**config.mk**
```make
export PLATFORM = sky130hd
export DESIGN_NAME = fb_write_queue_flat
export DESIGN_NICKNAME = d
export VERILOG_FILES = /design/src/rtl/fb_write_queue_pkg.sv /design/src/rtl/fb_write_queue_if.sv /design/src/rtl/fb_write_queue_fifo_core.sv /design/src/rtl/fb_write_queue.sv /design/src/flat_wrapper.sv
export SDC_FILE = /design/constraint.sdc
export NUM_CORES = 1
export LEC_CHECK = 0
export BUFFER_PORTS_ARGS = -buffer_cell sky130_fd_sc_hd__buf_2
export CORE_ASPECT_RATIO = 1.1
export CORE_UTILIZATION = 55
export CTS_CLUSTER_SIZE = 14
export DETAILED_ROUTE_END_ITERATION = 8
export PLACE_DENSITY = 0.8
export RECOVER_POWER = 100
export SLEW_MARGIN = 20
export SYNTH_ARGS = -nofsm -noshare
export SYNTH_HDL_FRONTEND = slang
export SYNTH_SLANG_ARGS = --single-unit
```
**constraint.sdc**
```tcl
create_clock -name clk_pixel -period 5.5 [get_ports clk_pixel]
set_input_delay 0.275 -clock clk_pixel [delete_from_list [all_inputs] [get_ports clk_pixel]]
set_output_delay 0.275 -clock clk_pixel [all_outputs]
set_load 0.05 [all_outputs]
```
**src/rtl/fb_write_queue_pkg.sv**
```systemverilog
// fb_write_queue_pkg: shared framebuffer write types.
// The CDC block, the write queue and the scan-out reader all use these.
// Contents: address/data widths and the packed {addr, data} queue entry.
package fb_write_queue_pkg;

    localparam int FB_ADDR_W = 12;
    localparam int FB_DATA_W = 12;

    typedef struct packed {
        logic [FB_ADDR_W-1:0] addr;
        logic [FB_DATA_W-1:0] data;
    } fb_entry_t;

endpackage

```
**src/rtl/fb_write_queue_if.sv**
```systemverilog
// fb_write_queue_if: write-pulse stream plus framebuffer RAM write port.
// Inputs to the queue:    in_addr, in_data, in_we (single-cycle pulses), fb_busy.
// Outputs from the queue: fb_addr, fb_data, fb_we (registered RAM write).
// master: the producer/RAM side. slave: the queue.
interface fb_write_queue_if;
    import fb_write_queue_pkg::*;

    logic [FB_ADDR_W-1:0] in_addr;
    logic [FB_DATA_W-1:0] in_data;
    logic                 in_we;
    logic                 fb_busy;
    logic [FB_ADDR_W-1:0] fb_addr;
    logic [FB_DATA_W-1:0] fb_data;
    logic                 fb_we;

    modport master (
        output in_addr, in_data, in_we, fb_busy,
        input  fb_addr, fb_data, fb_we
    );

    modport slave (
        input  in_addr, in_data, in_we, fb_busy,
        output fb_addr, fb_data, fb_we
    );

endinterface

```
**src/rtl/fb_write_queue_fifo_core.sv**
```systemverilog
// fb_fifo_core: entry storage, pointers and occupancy for the write queue.
// Ports: clk/rst_n (async active-low); push/pop/flush controls;
//        wdata in; head (entry at rd_ptr) out; level, empty, full.
// push and pop must already be qualified by the caller (no push when full
// without pop, no pop when empty). flush takes priority over both.
module fb_fifo_core
    import fb_write_queue_pkg::*;
#(
    parameter int DEPTH = 16,
    parameter int PTR_W = 4
) (
    input  logic             clk,
    input  logic             rst_n,
    input  logic             push,
    input  logic             pop,
    input  logic             flush,
    input  fb_entry_t        wdata,
    output fb_entry_t        head,
    output logic [PTR_W:0]   level,
    output logic             empty,
    output logic             full
);

    fb_entry_t        mem [DEPTH];
    logic [PTR_W-1:0] rd_ptr_q, rd_ptr_d, wr_ptr_q, wr_ptr_d;
    logic [PTR_W:0]   level_q, level_d;

    // Pointers wrap naturally at PTR_W bits since DEPTH is a power of 2.
    always_comb begin
        rd_ptr_d = flush ? '0 : rd_ptr_q + PTR_W'(pop);
        wr_ptr_d = flush ? '0 : wr_ptr_q + PTR_W'(push);
        level_d  = flush ? '0 : level_q + (PTR_W+1)'(push) - (PTR_W+1)'(pop);
    end

    always_ff @(posedge clk or negedge rst_n) begin
        if (!rst_n) begin
            rd_ptr_q <= '0;
            wr_ptr_q <= '0;
            level_q  <= '0;
        end else begin
            rd_ptr_q <= rd_ptr_d;
            wr_ptr_q <= wr_ptr_d;
            level_q  <= level_d;
        end
    end

    always_ff @(posedge clk) begin
        if (push) mem[wr_ptr_q] <= wdata;
    end

    assign head  = mem[rd_ptr_q];
    assign level = level_q;
    assign empty = level_q == '0;
    assign full  = level_q == (PTR_W+1)'(DEPTH);

endmodule

```
**src/rtl/fb_write_queue.sv**
```systemverilog
// fb_write_queue: buffers framebuffer write pulses and retires them into the
// RAM write port in cycles where scan-out does not own it.
// Ports: clk_pixel, rst_pixel_n (async active-low);
//        bus (slave): in_addr/in_data/in_we in, fb_busy in, fb_addr/fb_data/fb_we out;
//        flush, clear_ovf in; level, empty, full, overflow, ovf_count out.
module fb_write_queue
    import fb_write_queue_pkg::*;
#(
    parameter int DEPTH = 16,
    parameter int PTR_W = 4,
    parameter int CNT_W = 8
) (
    input  logic                clk_pixel,
    input  logic                rst_pixel_n,
    fb_write_queue_if.slave     bus,
    input  logic                flush,
    input  logic                clear_ovf,
    output logic [PTR_W:0]      level,
    output logic                empty,
    output logic                full,
    output logic                overflow,
    output logic [CNT_W-1:0]    ovf_count
);

    localparam int ADDR_W = FB_ADDR_W;
    localparam int DATA_W = FB_DATA_W;

    fb_entry_t         head, wdata;
    logic              pop, push, drop;
    logic              fb_we_q, fb_we_d, overflow_q, overflow_d;
    logic [ADDR_W-1:0] fb_addr_q, fb_addr_d;
    logic [DATA_W-1:0] fb_data_q, fb_data_d;
    logic [CNT_W-1:0]  ovf_count_q, ovf_count_d;

    assign wdata = {bus.in_addr, bus.in_data};

    fb_fifo_core #(.DEPTH(DEPTH), .PTR_W(PTR_W)) u_core (
        .clk   (clk_pixel),
        .rst_n (rst_pixel_n),
        .push  (push),
        .pop   (pop),
        .flush (flush),
        .wdata (wdata),
        .head  (head),
        .level (level),
        .empty (empty),
        .full  (full)
    );

    // A full FIFO still accepts a write when the head retires in the same cycle.
    // A drop in the same cycle as clear_ovf wins and restarts the count at 1.
    always_comb begin
        pop         = !empty && !bus.fb_busy && !flush;
        push        = bus.in_we && !flush && (!full || pop);
        drop        = bus.in_we && !flush && full && !pop;
        fb_we_d     = pop;
        fb_addr_d   = pop ? head.addr : fb_addr_q;
        fb_data_d   = pop ? head.data : fb_data_q;
        overflow_d  = drop || (overflow_q && !clear_ovf);
        ovf_count_d = drop ? (clear_ovf ? CNT_W'(1) : (&ovf_count_q ? ovf_count_q : ovf_count_q + 1'b1))
                           : (clear_ovf ? '0 : ovf_count_q);
    end

    always_ff @(posedge clk_pixel or negedge rst_pixel_n) begin
        if (!rst_pixel_n) begin
            fb_we_q     <= 1'b0;
            fb_addr_q   <= '0;
            fb_data_q   <= '0;
            overflow_q  <= 1'b0;
            ovf_count_q <= '0;
        end else begin
            fb_we_q     <= fb_we_d;
            fb_addr_q   <= fb_addr_d;
            fb_data_q   <= fb_data_d;
            overflow_q  <= overflow_d;
            ovf_count_q <= ovf_count_d;
        end
    end

    assign bus.fb_we   = fb_we_q;
    assign bus.fb_addr = fb_addr_q;
    assign bus.fb_data = fb_data_q;
    assign overflow    = overflow_q;
    assign ovf_count   = ovf_count_q;

endmodule

```
**src/flat_wrapper.sv**
```systemverilog
// flat-port wrapper written by rule: the top's interface ports become plain ports
module fb_write_queue_flat import fb_write_queue_pkg::*;
#(
    parameter int DEPTH = 16,
    parameter int PTR_W = 4,
    parameter int CNT_W = 8
)
  (clk_pixel, rst_pixel_n, flush, clear_ovf, level, empty, full, overflow, ovf_count, bus_in_addr, bus_in_data, bus_in_we, bus_fb_busy, bus_fb_addr, bus_fb_data, bus_fb_we);
  fb_write_queue_if bus_i ();
  input  logic clk_pixel;
  input  logic rst_pixel_n;
  input  logic flush;
  input  logic clear_ovf;
  output logic [PTR_W:0] level;
  output logic empty;
  output logic full;
  output logic overflow;
  output logic [CNT_W-1:0] ovf_count;
  input wire logic [$bits(bus_i.in_addr)-1:0] bus_in_addr;
  input wire logic [$bits(bus_i.in_data)-1:0] bus_in_data;
  input wire logic [$bits(bus_i.in_we)-1:0] bus_in_we;
  input wire logic [$bits(bus_i.fb_busy)-1:0] bus_fb_busy;
  output wire logic [$bits(bus_i.fb_addr)-1:0] bus_fb_addr;
  output wire logic [$bits(bus_i.fb_data)-1:0] bus_fb_data;
  output wire logic [$bits(bus_i.fb_we)-1:0] bus_fb_we;
  assign bus_i.in_addr = bus_in_addr;
  assign bus_i.in_data = bus_in_data;
  assign bus_i.in_we = bus_in_we;
  assign bus_i.fb_busy = bus_fb_busy;
  assign bus_fb_addr = bus_i.fb_addr;
  assign bus_fb_data = bus_i.fb_data;
  assign bus_fb_we = bus_i.fb_we;
  fb_write_queue #(.DEPTH(DEPTH), .PTR_W(PTR_W), .CNT_W(CNT_W)) u_core (.clk_pixel(clk_pixel), .rst_pixel_n(rst_pixel_n), .bus(bus_i), .flush(flush), .clear_ovf(clear_ovf), .level(level), .empty(empty), .full(full), .overflow(overflow), .ovf_count(ovf_count));
endmodule
```
==> impl_metrics.env <==
export IMPL_grt_max_degree=69
export IMPL_hold_start="clear_ovf"
export IMPL_finalSetupViolCount=0
export IMPL_track_usage_pct=22.7
export IMPL_worstSetupPathType="flop to flop"
export IMPL_status="finished with violations"
export IMPL_dr_total_vias=8239
export IMPL_port_buffers=70
export IMPL_r2r_setup_slack_ps=1320
export IMPL_clk_path_buf_depth=3
export IMPL_drt_pass1_iterations=5
export IMPL_finalHoldViolCount=0
export IMPL_ys_ff_latch=431
export IMPL_ctsResizeCount=0
export IMPL_rows=66
export IMPL_worst_slew_pin_slew_ps=3030
export IMPL_postSynthAreaPerCell_sq_um=21.2
export IMPL_seq_area_frac_synth_pct=75.7
export IMPL_grt_pass1_wl_mm=51.4
export IMPL_avgViaCountPerCell=6.26
export IMPL_dieArea_sq_um=31200
export IMPL_whs_endpoint="u_core.ovf_count[3]$_DFFE_PN0P_"
export IMPL_dp_cells=1242
export IMPL_ys_warn_count=0
export IMPL_cts_tree="done"
export IMPL_first_iter_violations=820
export IMPL_reg2reg_to="u_core.u_core.mem[13][4]$_DFFE_PP_"
export IMPL_hold_path_class="input port to flop"
export IMPL_num_antenna_cells=0
export IMPL_cp_max_fo=24
export IMPL_start_util_pct=56.3
export IMPL_fin_cells=1317
export IMPL_multi_input_area_sq_um=3620
export IMPL_rsz0062_at_grt="no"
export IMPL_required_ps=5570
export IMPL_grt_pass1_vias=8367
export IMPL_violations="max-capacitance violations, max-slew violations"
export IMPL_leakage_nw=5.77
export IMPL_cts_buffers=41
export IMPL_ctsRootBufferMaster="clkbuf_16"
export IMPL_place_hpwl_mm=18.4
export IMPL_worstSetupStartpointType="flop"
export IMPL_utilization_pct=62.4
export IMPL_max_freq_ghz=0.239
export IMPL_ir_worst_vdd_mv=0.219
export IMPL_maxCapViolCount=14
export IMPL_r2r_start="u_core.u_core.level[3]$_DFF_PN0_"
export IMPL_tns_ps=0
export IMPL_synthCells=792
export IMPL_crit_family="simple AND/OR/NAND/NOR gates"
export IMPL_ctsHtreeMaxLevel=2
export IMPL_die_w_microns=169
export IMPL_cp_num_buf_inv=2
export IMPL_die_y_microns=185
export IMPL_wl_per_cell_microns=25.9
export IMPL_p_per_area_nw_per_um2=423
export IMPL_synth_async_reset_ratio_pct=10.9
export IMPL_slew_viol_final=344
export IMPL_synth_top_flop_cell="edfxtp_1"
export IMPL_nFillCells=1996
export IMPL_rr_worst_depth=8
export IMPL_crit_arrival_ps=4250
export IMPL_cts_num_sinks=431
export IMPL_overflow=0
export IMPL_grt_antenna_before_repair=1
export IMPL_synth_area_sq_um=16800
export IMPL_synth_edf_count=384
export IMPL_final_nets=919
export IMPL_hold_depth=2
export IMPL_coreArea_sq_um=29800
export IMPL_totalWireLength_mm=34.2
export IMPL_clkSlewWorstSetupHoldPaths_ps=60
export IMPL_syn_nets=833
export IMPL_finalCritPeriodShare_pct=76.0
export IMPL_postRouteAntennaNets=0
export IMPL_slew_headroom_pct=-102
export IMPL_drc=0
export IMPL_endpoint_kind="flop"
export IMPL_place_congestion=0.751
export IMPL_clock_skew_ps=18.0
export IMPL_ios=71
export IMPL_area_delta_synth_final_pct=10.8
export IMPL_ff_latch_area_sq_um=12700
export IMPL_drive_above_1_share_pct=19.1
export IMPL_ys_types=47
export IMPL_cp_cell_sequence="inv_1, ha_1, and4bb_4, nand2_1, nand2_1, inv_1, nand3b_1, nor2_1"
export IMPL_clk_latency_ps=540
export IMPL_fin_crit_ps=4180
export IMPL_crit_slowest_cell="nor2_1"
export IMPL_critPathMaxStageDelay_ps=2240
Yosys cell counts, types with 9 or more instances:
master    instances  share of area [%]
a221oi_2         20                1.8
buf_2            12               0.36
buf_6             9               0.60
clkbuf_1         16               0.36
dfrtp_1          47                7.0
edfxtp_1        384                 69
ha_1             10               0.75
mux2i_1          24                1.4
mux4_2           96                 13
nor2_1           41               0.92
nor2b_1           9               0.34
o22ai_1          24               0.89
layer usage:
metal | vias up | GRT usage, % | wire (microns)
li1 | 3450 | - | -
met1 | 4338 | 31.3 | 13600
met2 | 389 | 37.3 | 17200
met3 | 62 | 3.50 | 2510
met4 | 0 | 8.04 | 892
met5 | - | 0 | 0
final cells by class:
cell class | count | area share [%]
Clock inverter | 12 | 0.666
Clock buffer | 62 | 6.44
Multi-Input combinational cell | 303 | 19.5
Inverter | 10 | 0.202
Timing Repair Buffer | 91 | 2.07
Tap cell | 408 | 2.75
Sequential cell | 431 | 68.4
cell families (layout without fill, tap and decap cells):
logic type / Yosys count / in the layout / share of synthesized area [%]
AOI/OAI and AO/OA: 70 / 70 / 3.78
xor gates and xnor gates: 6 / 6 / 0.313
adders and majority gates: 11 / 11 / 0.865
buffers and inverters: 58 / 175 / 1.94
DFF: 431 / 431 / 75.7
muxes: 120 / 120 / 14.3
and+or+nand+nor: 96 / 96 / 3.08
placed cells by master (no fill, tap or decap), types with 4 or more instances in the layout:
cell       netlist  final
mux4_2          96     96
dfrtp_1         47     44
clkbuf_1        16     94
and3_1           4      4
clkinv_2         0      7
nor2_1          41     40
o31ai_1          4      4
o22ai_1         24     24
a21oi_1          8      8
buf_4            6      4
nor3_1           6      6
inv_1            8      9
edfxtp_1       384    384
mux2i_1         24     24
nand2b_1         4      4
clkbuf_8         0      5
a221oi_1         4     23
buf_2           12      5
nand3_1          7      8
or4_1            4      4
nand2_1          6      6
clkbuf_16        0     43
ha_1            10     10
nor2b_1          9      9
flip-flops by register name (all words and copies together) (netlist names):
name and count:
u_core.u_core.mem 384, u_core.u_core.rd_ptr_q 4, u_core.u_core.level 5, u_core.u_core.wr_ptr_q 4, u_core.bus.fb_addr 12, u_core.bus.fb_data 12, u_core.ovf_count 8, u_core.bus.fb_we 1
u_core.overflow 1
stage by stage:
stage                     setup slack (ps)  area [sq um]  hold slack [ps]  power (mW)
final                                 1320         18600             35.0        7.86
after detailed placement              2350         17600              452        5.28
after global placement                2560         17600              447        5.24
after CTS                             2330         19000             17.4        8.01
after floorplan                        995         16800            -20.6        4.94
after global routing                  1040         18600             41.6        8.12
where the power goes:
group	internal, mW	leakage [nW]	switching, mW
registers	3.70	4.03	0.152
clock network	1.60	0.651	1.14
logic	0.435	1.09	0.830
timing repair:
| action | CTS | global route |
|---|---|---|
| hold buffers | 1 | 0 |
| buffers inserted | 0 | 0 |
| hold endpoints to repair | 47 | 0 |
worst reg2reg max path, delay by kind of cell, from the launching register on:
family | cells | cell delay, ps
buf+inv | 2 | 270
simple gates | 5 | 2860
flops | 1 | 380
fa+ha+maj | 1 | 190
worst max path at each step:
stage                                          start                                  end  slack (ps)  cells after the start
floorplan           u_core.u_core.level[2]$_DFF_PN0_    u_core.u_core.mem[0][0]$_DFFE_PP_        1000                      6
global placement    u_core.u_core.level[2]$_DFF_PN0_     u_core.u_core.level[4]$_DFF_PN0_        2560                     14
detailed placement  u_core.u_core.level[3]$_DFF_PN0_     u_core.u_core.level[4]$_DFF_PN0_        2350                     14
CTS                 u_core.u_core.level[3]$_DFF_PN0_     u_core.u_core.level[4]$_DFF_PN0_        2330                     14
global route        u_core.u_core.level[3]$_DFF_PN0_  u_core.u_core.mem[13][10]$_DFFE_PP_        1040                      8
finish              u_core.u_core.level[3]$_DFF_PN0_   u_core.u_core.mem[13][4]$_DFFE_PP_        1320                      8
Note: power is estimated with default switching activity, not from simulation.
